### src/rtl/vga_timing_rx.sv
// VGA timing receiver: measures line/frame timing from syncs, locks onto
// the expected mode and emits pixel coordinates while locked.
module vga_timing_rx #(
  parameter int P_H_ACTIVE    = 1600,
  parameter int P_V_ACTIVE    = 900,
  parameter int P_H_TOTAL     = 1800,
  parameter int P_V_TOTAL     = 1000,
  parameter int P_LOCK_FRAMES = 2,
  parameter int P_WDOG        = 4095
) (
  input  logic        i_clk,
  input  logic        i_rst_n,
  input  logic        i_H_sync,
  input  logic        i_V_sync,
  input  logic        i_RGB_valid,
  input  logic [7:0]  i_R,
  input  logic [7:0]  i_G,
  input  logic [7:0]  i_B,
  output logic [10:0] o_x,
  output logic [9:0]  o_y,
  output logic [23:0] o_pix,
  output logic        o_pix_valid,
  output logic [10:0] o_h_total,
  output logic [10:0] o_h_active,
  output logic [9:0]  o_v_total,
  output logic [9:0]  o_v_active,
  output logic        o_locked,
  output logic        o_err,
  output logic [31:0] o_frame_counter
);

  typedef enum logic [1:0] {
    S_SEARCH,
    S_CHECK,
    S_LOCKED
  } state_t;

  localparam logic [10:0] LP_HA   = 11'(P_H_ACTIVE);
  localparam logic [11:0] LP_HT   = 12'(P_H_TOTAL);
  localparam logic [9:0]  LP_VA   = 10'(P_V_ACTIVE);
  localparam logic [9:0]  LP_VT   = 10'(P_V_TOTAL);
  localparam logic [7:0]  LP_LOCK = 8'(P_LOCK_FRAMES);
  localparam logic [11:0] LP_WDOG = 12'(P_WDOG);

  logic        h_prev_q, h_prev_d, v_prev_q, v_prev_d;
  logic [11:0] lclk_q, lclk_d;
  logic [10:0] pcnt_q, pcnt_d, pbase;
  logic [9:0]  line_q, line_d, line_h;
  logic [9:0]  aline_q, aline_d, aline_h;
  logic [10:0] h_total_q, h_total_d;
  logic [10:0] h_active_q, h_active_d;
  logic [9:0]  v_total_q, v_total_d;
  logic [9:0]  v_active_q, v_active_d;
  logic        bad_q, bad_d, bad_h;
  state_t      state_q, state_d;
  logic [7:0]  good_q, good_d;
  logic [31:0] fc_q, fc_d;
  logic        err_q, err_d;
  logic        pv_q, pv_d;
  logic [23:0] rgb_q, rgb_d;
  logic [10:0] x_q, x_d;
  logic [9:0]  y_q, y_d;
  logic        hf, vf, wdog, line_bad, frame_good;

  always_comb begin
    h_prev_d   = i_H_sync;
    v_prev_d   = i_V_sync;
    hf         = h_prev_q & ~i_H_sync;
    vf         = v_prev_q & ~i_V_sync;
    h_total_d  = h_total_q;
    h_active_d = h_active_q;
    v_total_d  = v_total_q;
    v_active_d = v_active_q;
    line_h     = line_q;
    aline_h    = aline_q;
    bad_h      = bad_q;

    if (hf) lclk_d = 12'd1;
    else if (lclk_q == 12'hfff) lclk_d = lclk_q;
    else lclk_d = lclk_q + 12'd1;

    pbase  = hf ? 11'd0 : pcnt_q;
    pcnt_d = pbase + 11'(i_RGB_valid);

    line_bad = (pcnt_q != '0 && pcnt_q != LP_HA)
             || lclk_q != LP_HT;
    if (hf) begin
      line_h    = line_q + 10'd1;
      h_total_d = lclk_q[10:0];
      if (pcnt_q != '0) begin
        aline_h    = aline_q + 10'd1;
        h_active_d = pcnt_q;
      end
      if (line_bad) bad_h = 1'b1;
    end

    // Frame verdict uses counts that already include a same-cycle HF.
    frame_good = !bad_h && line_h == LP_VT
               && aline_h == LP_VA;
    line_d  = line_h;
    aline_d = aline_h;
    bad_d   = bad_h;
    if (vf) begin
      v_total_d  = line_h;
      v_active_d = aline_h;
      line_d     = '0;
      aline_d    = '0;
      bad_d      = 1'b0;
    end

    pv_d  = i_RGB_valid;
    rgb_d = i_RGB_valid ? {i_R, i_G, i_B} : 24'd0;
    x_d   = pbase;
    y_d   = aline_d;
  end

  always_comb begin
    state_d = state_q;
    good_d  = good_q;
    fc_d    = fc_q;
    err_d   = 1'b0;
    wdog    = !hf && lclk_q >= LP_WDOG;
    if (wdog) begin
      state_d = S_SEARCH;
      err_d   = state_q == S_LOCKED;
    end else if (vf) begin
      unique case (state_q)
        S_SEARCH: begin
          state_d = S_CHECK;
          good_d  = '0;
        end
        S_CHECK: begin
          if (frame_good) begin
            good_d = good_q + 8'd1;
            if (good_q + 8'd1 >= LP_LOCK)
              state_d = S_LOCKED;
          end else begin
            good_d = '0;
          end
        end
        S_LOCKED: begin
          if (frame_good) begin
            fc_d = fc_q + 32'd1;
          end else begin
            state_d = S_SEARCH;
            err_d   = 1'b1;
          end
        end
        default: state_d = S_SEARCH;
      endcase
    end
  end

  always_ff @(posedge i_clk) begin
    if (!i_rst_n) begin
      h_prev_q   <= 1'b1;
      v_prev_q   <= 1'b1;
      lclk_q     <= '0;
      pcnt_q     <= '0;
      line_q     <= '0;
      aline_q    <= '0;
      h_total_q  <= '0;
      h_active_q <= '0;
      v_total_q  <= '0;
      v_active_q <= '0;
      bad_q      <= 1'b0;
      state_q    <= S_SEARCH;
      good_q     <= '0;
      fc_q       <= '0;
      err_q      <= 1'b0;
      pv_q       <= 1'b0;
      rgb_q      <= '0;
      x_q        <= '0;
      y_q        <= '0;
    end else begin
      h_prev_q   <= h_prev_d;
      v_prev_q   <= v_prev_d;
      lclk_q     <= lclk_d;
      pcnt_q     <= pcnt_d;
      line_q     <= line_d;
      aline_q    <= aline_d;
      h_total_q  <= h_total_d;
      h_active_q <= h_active_d;
      v_total_q  <= v_total_d;
      v_active_q <= v_active_d;
      bad_q      <= bad_d;
      state_q    <= state_d;
      good_q     <= good_d;
      fc_q       <= fc_d;
      err_q      <= err_d;
      pv_q       <= pv_d;
      rgb_q      <= rgb_d;
      x_q        <= x_d;
      y_q        <= y_d;
    end
  end

  assign o_locked        = state_q == S_LOCKED;
  assign o_pix_valid     = pv_q & o_locked;
  assign o_pix           = o_pix_valid ? rgb_q : 24'd0;
  assign o_x             = x_q;
  assign o_y             = y_q;
  assign o_h_total       = h_total_q;
  assign o_h_active      = h_active_q;
  assign o_v_total       = v_total_q;
  assign o_v_active      = v_active_q;
  assign o_err           = err_q;
  assign o_frame_counter = fc_q;

endmodule

### config.mk
export PLATFORM = sky130hd
export DESIGN_NAME = vga_timing_rx
export DESIGN_NICKNAME = d
export VERILOG_FILES = /design/src/rtl/vga_timing_rx.sv
export SDC_FILE = /design/constraint.sdc
export NUM_CORES = 1
export LEC_CHECK = 0
export BUFFER_PORTS_ARGS = -buffer_cell sky130_fd_sc_hd__buf_2
export CORE_MARGIN = 2
export CORE_UTILIZATION = 49
export DETAILED_ROUTE_END_ITERATION = 16
export PLACE_DENSITY = 0.85
export SYNTH_ARGS = -nofsm -noshare
export SYNTH_HDL_FRONTEND = slang
export SYNTH_SLANG_ARGS = --single-unit
### constraint.sdc
create_clock -name i_clk -period 3.25 [get_ports i_clk]
set_input_delay 0.65 -clock i_clk [delete_from_list [all_inputs] [get_ports i_clk]]
set_output_delay 0.65 -clock i_clk [all_outputs]
set_load 0.05 [all_outputs]
# Yosys cells after proc, flatten, opt, wreduce, memory -nomap -nowiden

Index checks and enable logic that the tools add are counted.

Register bits: 167
Input port bits: 29
Output and inout port bits: 122

Add/sub/neg operators: 6
Order comparisons: 2
Eq/ne operators: 11
Mux-type cells: 19
Bitwise operators: 7
Reductions and logical operators: 18

Operator list:

| cell                  | number |
|---|---|
| $add 32x1->32 const B | 1 |
| $mux 10               | 3 |
| $mux 24               | 1 |
| $add 10x1->10 const B | 2 |
| $eq 10x10->1 const B  | 2 |
| $pmux 8 s2            | 1 |
| $add 12x1->12 const B | 1 |
| $eq 12x12->1 const B  | 1 |
| $ge 12x12->1 const B  | 1 |
| $ne 12x11->1 const B  | 1 |
| $add 11x1->11         | 1 |
| $mux 11               | 1 |
| $ne 11x11->1 const B  | 1 |
| $reduce_bool 11->1    | 1 |
| $add 8x1->8 const B   | 1 |
| $ge 8x2->1 const B    | 1 |
| $mux 1                | 8 |
| $mux 8                | 1 |
| $ne 2x2->1 const B    | 4 |
| $reduce_and 4->1      | 2 |
| $mux 2                | 3 |
| $pmux 2 s3            | 1 |
| $reduce_or 2->1       | 3 |
| $logic_and 1x1->1     | 4 |
| other kinds (10)      | 17 |

# Longest topological paths before layout

Depth in word-level cells: 12
Depth in mapped cells: 12

# Worst setup path before layout

No wires, ideal clock.

Path kind: flip-flop to flip-flop
Start: register o_y[0] (netlist name)
End: register fc_q[26] (netlist: o_frame_counter[26])
Setup time: 0.070 ns
Arrival: 3.099 ns
Path slack: 0.081 ns
Cell stages (with the launch flop): 11
Period minus slack after synthesis: 3.169 ns
Cells stage by stage: dfxtp_1 -> ha_1 -> nand3_1 -> a311oi_1 -> xnor2_1 -> o2111ai_1 -> or4_1 -> buf_2 -> buf_6 -> or4_1 -> a21oi_1

RTL lines:

| what                 | RTL line | text |
|---|---|---|
| end signal, assigned | 169      | `fc_q <= '0;` |
| end signal, assigned | 189      | `fc_q <= fc_d;` |
| end, declared        | 57       | `logic [31:0] fc_q, fc_d;` |

# Worst setup path after layout

Start: register line_q[1]
End: register fc_q[24] (netlist: o_frame_counter[24])

Cells in the longest elaborated chain, start to end: 6

Ends and longest elaborated chain:

| what                           | RTL line | text |
|---|---|---|
| start, declared                | 48       | `logic [9:0] line_q, line_d, line_h;` |
| start signal, assigned         | 180      | `line_q <= line_d;` |
| $add 10x1->10                  | 88       | `line_h = line_q + 10'd1;` |
| $mux 10 (*)                    | 87       | `if (hf) begin` |
| $eq 10x10->1 (*)               | 98       | `frame_good = !bad_h && line_h == LP_VT` |
| $logic_and 1x1->1 (*)          | 98       |  |
| $logic_and 1x1->1 (*)          | 99       | `&& aline_h == LP_VA;` |
| $reduce_and 4->1 (no line) (*) | --       |  |

Every way passes the cells marked *; elsewhere a longest branch is shown, timed or not.
A chain may end at the register's enable or synchronous reset.

==> summary.txt <==
Outcome
  – Status: complete, no violations

Pwr
  – PD cells: about 480 nW/µm²
  – Total power: approximately 4.3 mW
  – LEAKAGE: between 3 and 4 nW
  – Worst vdd ir: approximately 0.37 mV

CTS
  – CTS Buf Count: 17
  – Worst skew pair latency: roughly 0.43 ns
  – # clock sinks: ~170
  – Hold-fix buffers, CTS: 0
  – Max H-tree Level: 4
  – CTS Root Cell: clkbuf_16
  – Clk buf depth: 2
  – Worst-path clk slew: about 0.07 ns
  – CTS tree: done

STA
  – Final min period: between 3 and 4 ns
  – Worst slew pin tran: 0.783 ns
  – FMAX: 316 MHz
  – Final setup viols: 0
  – Final period util: 97.4%
  – Final hold vios: 0
  – Relative slew slack: a little under half
  – Setup repair after global routing missed its margin: no
  – Max Slew Vio Count: 0
  – Clock Skew: just over 0.008 ns

Worst setup path
  – CP Launch Type: register
  – CP arrival: around 3.5 ns
  – Worst Path Required: between 3 and 4 ns
  – Setup CP Type: register to register
  – Crit end category: register
  – Max FO, Critical Path: 33

Global routing
  – Number of global-route vias before repair: 6192
  – Global-route wire length before repair: between 20000 and 30000 µm
  – Total grt overflow: 0
  – Initial antenna violation count: 0
  – Largest net degree at the start of global routing: 47
  – GRT Util Overall: ~23%

Routing
  – Max layer used: met4
  – WL met2: 9170 µm
  – Detail Route Antenna Nets: 0
  – DRC: 0
  – Via density: roughly 5.7
  – Final wirelength: between 15000 and 20000 µm
  – Drt wl/cell: 15.3 µm
  – 1st-iter DRT viols: between 400 and 500
  – Via count: 6751
  – M1 WL: slightly below 8000 µm
  – Met3 WL: 868 µm
  – DRT Pass-1 Iters: 5

Final layout
  – NumNets Final: roughly 1000
  – Layout cells sized above 1: between 20% and 30%
  – Antenna fix cells: 0
  – Fillers: 1235
  – Non-filler cells, final: 1191
  – Storage cell area: around 3300 µm²
  – Layout area overhead: 24.5%
  – Multi-input gate area: roughly 3600 µm²

Synthesis
  – Synth Warn #: 0
  – Post-synth EDFFs: 0
  – Avg Cell Area, Syn: between 8 and 9 µm²
  – Register area share after synthesis: a little under half
  – Post-synth ARST share: 0%
  – Largest cells by area after synthesis: dfxtp_1 47%, and3_1 5.9%, nand2_1 5.7%
  – Ys flop type: dfxtp_1
  – Top-area cell type share of the netlist area: about 47%
  – Mapped Nets: between 800 and 900
  – Area leader, netlist: dfxtp_1
  – Seq cells post-synth: roughly 170
  – Syn Inst Count: approximately 830
  – Unique masters post-synth: 56
  – Mapped Area: 7160 µm²

Floorplan
  – Die area: approximately 16000 µm²
  – I/O pins: between 150 and 200
  – Initial core utilization: between 40% and 50%
  – Row Count: 44
  – Core Box Area: roughly 14000 µm²
  – Die X: between 100 and 150 µm
  – Die span in y: 125 µm

Placed design
  – DP Cell Count: 1157
  – Post-DP HPWL: approximately 12000 µm
  – IO buf count: 150
  – RD Place Congestion: 0.837

Job
  – Max capacitance violation total: 0

Worst hold path
  – Worst Hold Class: input pin to register
## kinds of logic after synthesis
group | Yosys count | share of synthesized area, %
simple gates | 391 | 29.0
xor+xnor | 35 | 4.28
mux | 6 | 0.857
compound gates | 160 | 13.8
buf+inv | 65 | 3.76
fa+ha+maj | 9 | 1.57
flops | 167 | 46.7
## repair_timing
action	4_1_cts	5_1_grt
pin swaps	0	2
endpoints found under the hold margin	0	0
gates cloned	1	0
endpoints found under the setup margin	30	11
setup buffers	0	1
gates resized for setup	1	5
## layout make-up
class                   instances  area share [%]
repair buffers                194            12.6
clock inverters                13            1.63
flip-flops and latches        167            37.5
well taps                     184            2.58
multi-input cells             601            40.1
inverters                      13           0.548
clock buffers                  19            5.08
## final timing paths
path / endpoint / slack (ns) / depth (start not counted) / start
setup / recovery: o_frame_counter[24]$_SDFFE_PN0P_ / 0.09 / 9 / line_q[1]$_SDFF_PP0_
hold / removal: v_prev_q$_SDFF_PN1_ / 0.44 / 2 / i_V_sync
setup reg to reg: o_frame_counter[24]$_SDFFE_PN0P_ / 0.09 / 9 / line_q[1]$_SDFF_PP0_
hold reg to reg: o_v_active[0]$_SDFFE_PN0P_ / 0.45 / 2 / o_v_active[0]$_SDFFE_PN0P_
## worst max-delay path, stage by stage, from the launching register on
cell	delay, ns
dfxtp_1	0.33
ha_1	0.29
or4bb_1	0.50
o32a_1	0.18
o22ai_1	0.16
nand4b_1	0.16
or4_4	0.59
buf_12	0.19
or4_1	0.51
a21oi_1	0.17
## cell usage after synthesis, types with 3 or more instances
cell / number
inv_1: 13
o21ai_0: 33
nand2b_1: 8
nand2_1: 108
o22ai_1: 3
nand3_1: 35
o31ai_1: 30
nand4b_1: 4
xor2_1: 18
or3_1: 10
a21oi_1: 65
or2_2: 3
a211oi_1: 3
xnor2_1: 17
nor4_1: 6
and3_1: 68
or4_1: 34
mux2i_1: 5
ha_1: 9
buf_6: 3
clkbuf_1: 46
nand3b_1: 3
dfxtp_1: 167
nor3_1: 7
nor2_1: 60
nand4_1: 16
and4_1: 7
a22oi_1: 3
and2_1: 8
nor2b_1: 6
## metal layers
layer | track usage [%] | vias to the layer above
li1 | - | 3325
met1 | 29.3 | 3206
met2 | 39.5 | 181
met3 | 4.77 | 39
met4 | 8.10 | 0
met5 | 0 | -
## state kept, by name, summed over array words and instances, names as in the netlist
register,flops
bad_q,1
good_q,8
h_prev_q,1
lclk_q,12
line_q,10
o_err,1
o_frame_counter,32
o_h_active,11
o_h_total,11
o_v_active,10
o_v_total,10
o_x,11
o_y,10
pcnt_q,11
pv_q,1
rgb_q,24
state_q,2
v_prev_q,1
## per-stage QoR
step	TNS [ns]	cell area [µm²]	hold slack [ns]	utilization (%)	setup slack [ns]
after floorplan	0	7160	0.452	-	0.0807
after global placement	-5.49	8250	0.434	57.2	-0.188
after detailed placement	-8.59	8250	0.436	57.2	-0.278
after CTS	0	8880	0.422	61.6	0.0846
after global routing	0	8910	0.438	61.8	0.00209
final	0	8910	0.438	61.8	0.0850
## report_power, final
part           total (mW)  internal [mW]  switching (mW)
registers            2.09           2.07          0.0155
logic               0.192         0.0683           0.124
clock network        2.02           1.18           0.846
## placed cells by master, fill, tap and decap left out, types with 5 or more instances in the layout
master     instances
and2_1             8
mux2i_1            5
buf_4             42
xnor2_1           17
or3_1             10
a21oi_1           63
o21ai_0           33
dfxtp_1          167
inv_1             13
nand2_1          108
or4_1             32
xor2_1            18
and3_1            68
nand4_1           16
ha_1               9
nor3_1             7
o31ai_1           30
and4_1             7
clkbuf_16         17
nor2b_1            6
nand2b_1           8
nand3_1           35
nor2_1            60
buf_2            150
No activity file was read; power rests on OpenSTA's default activity.
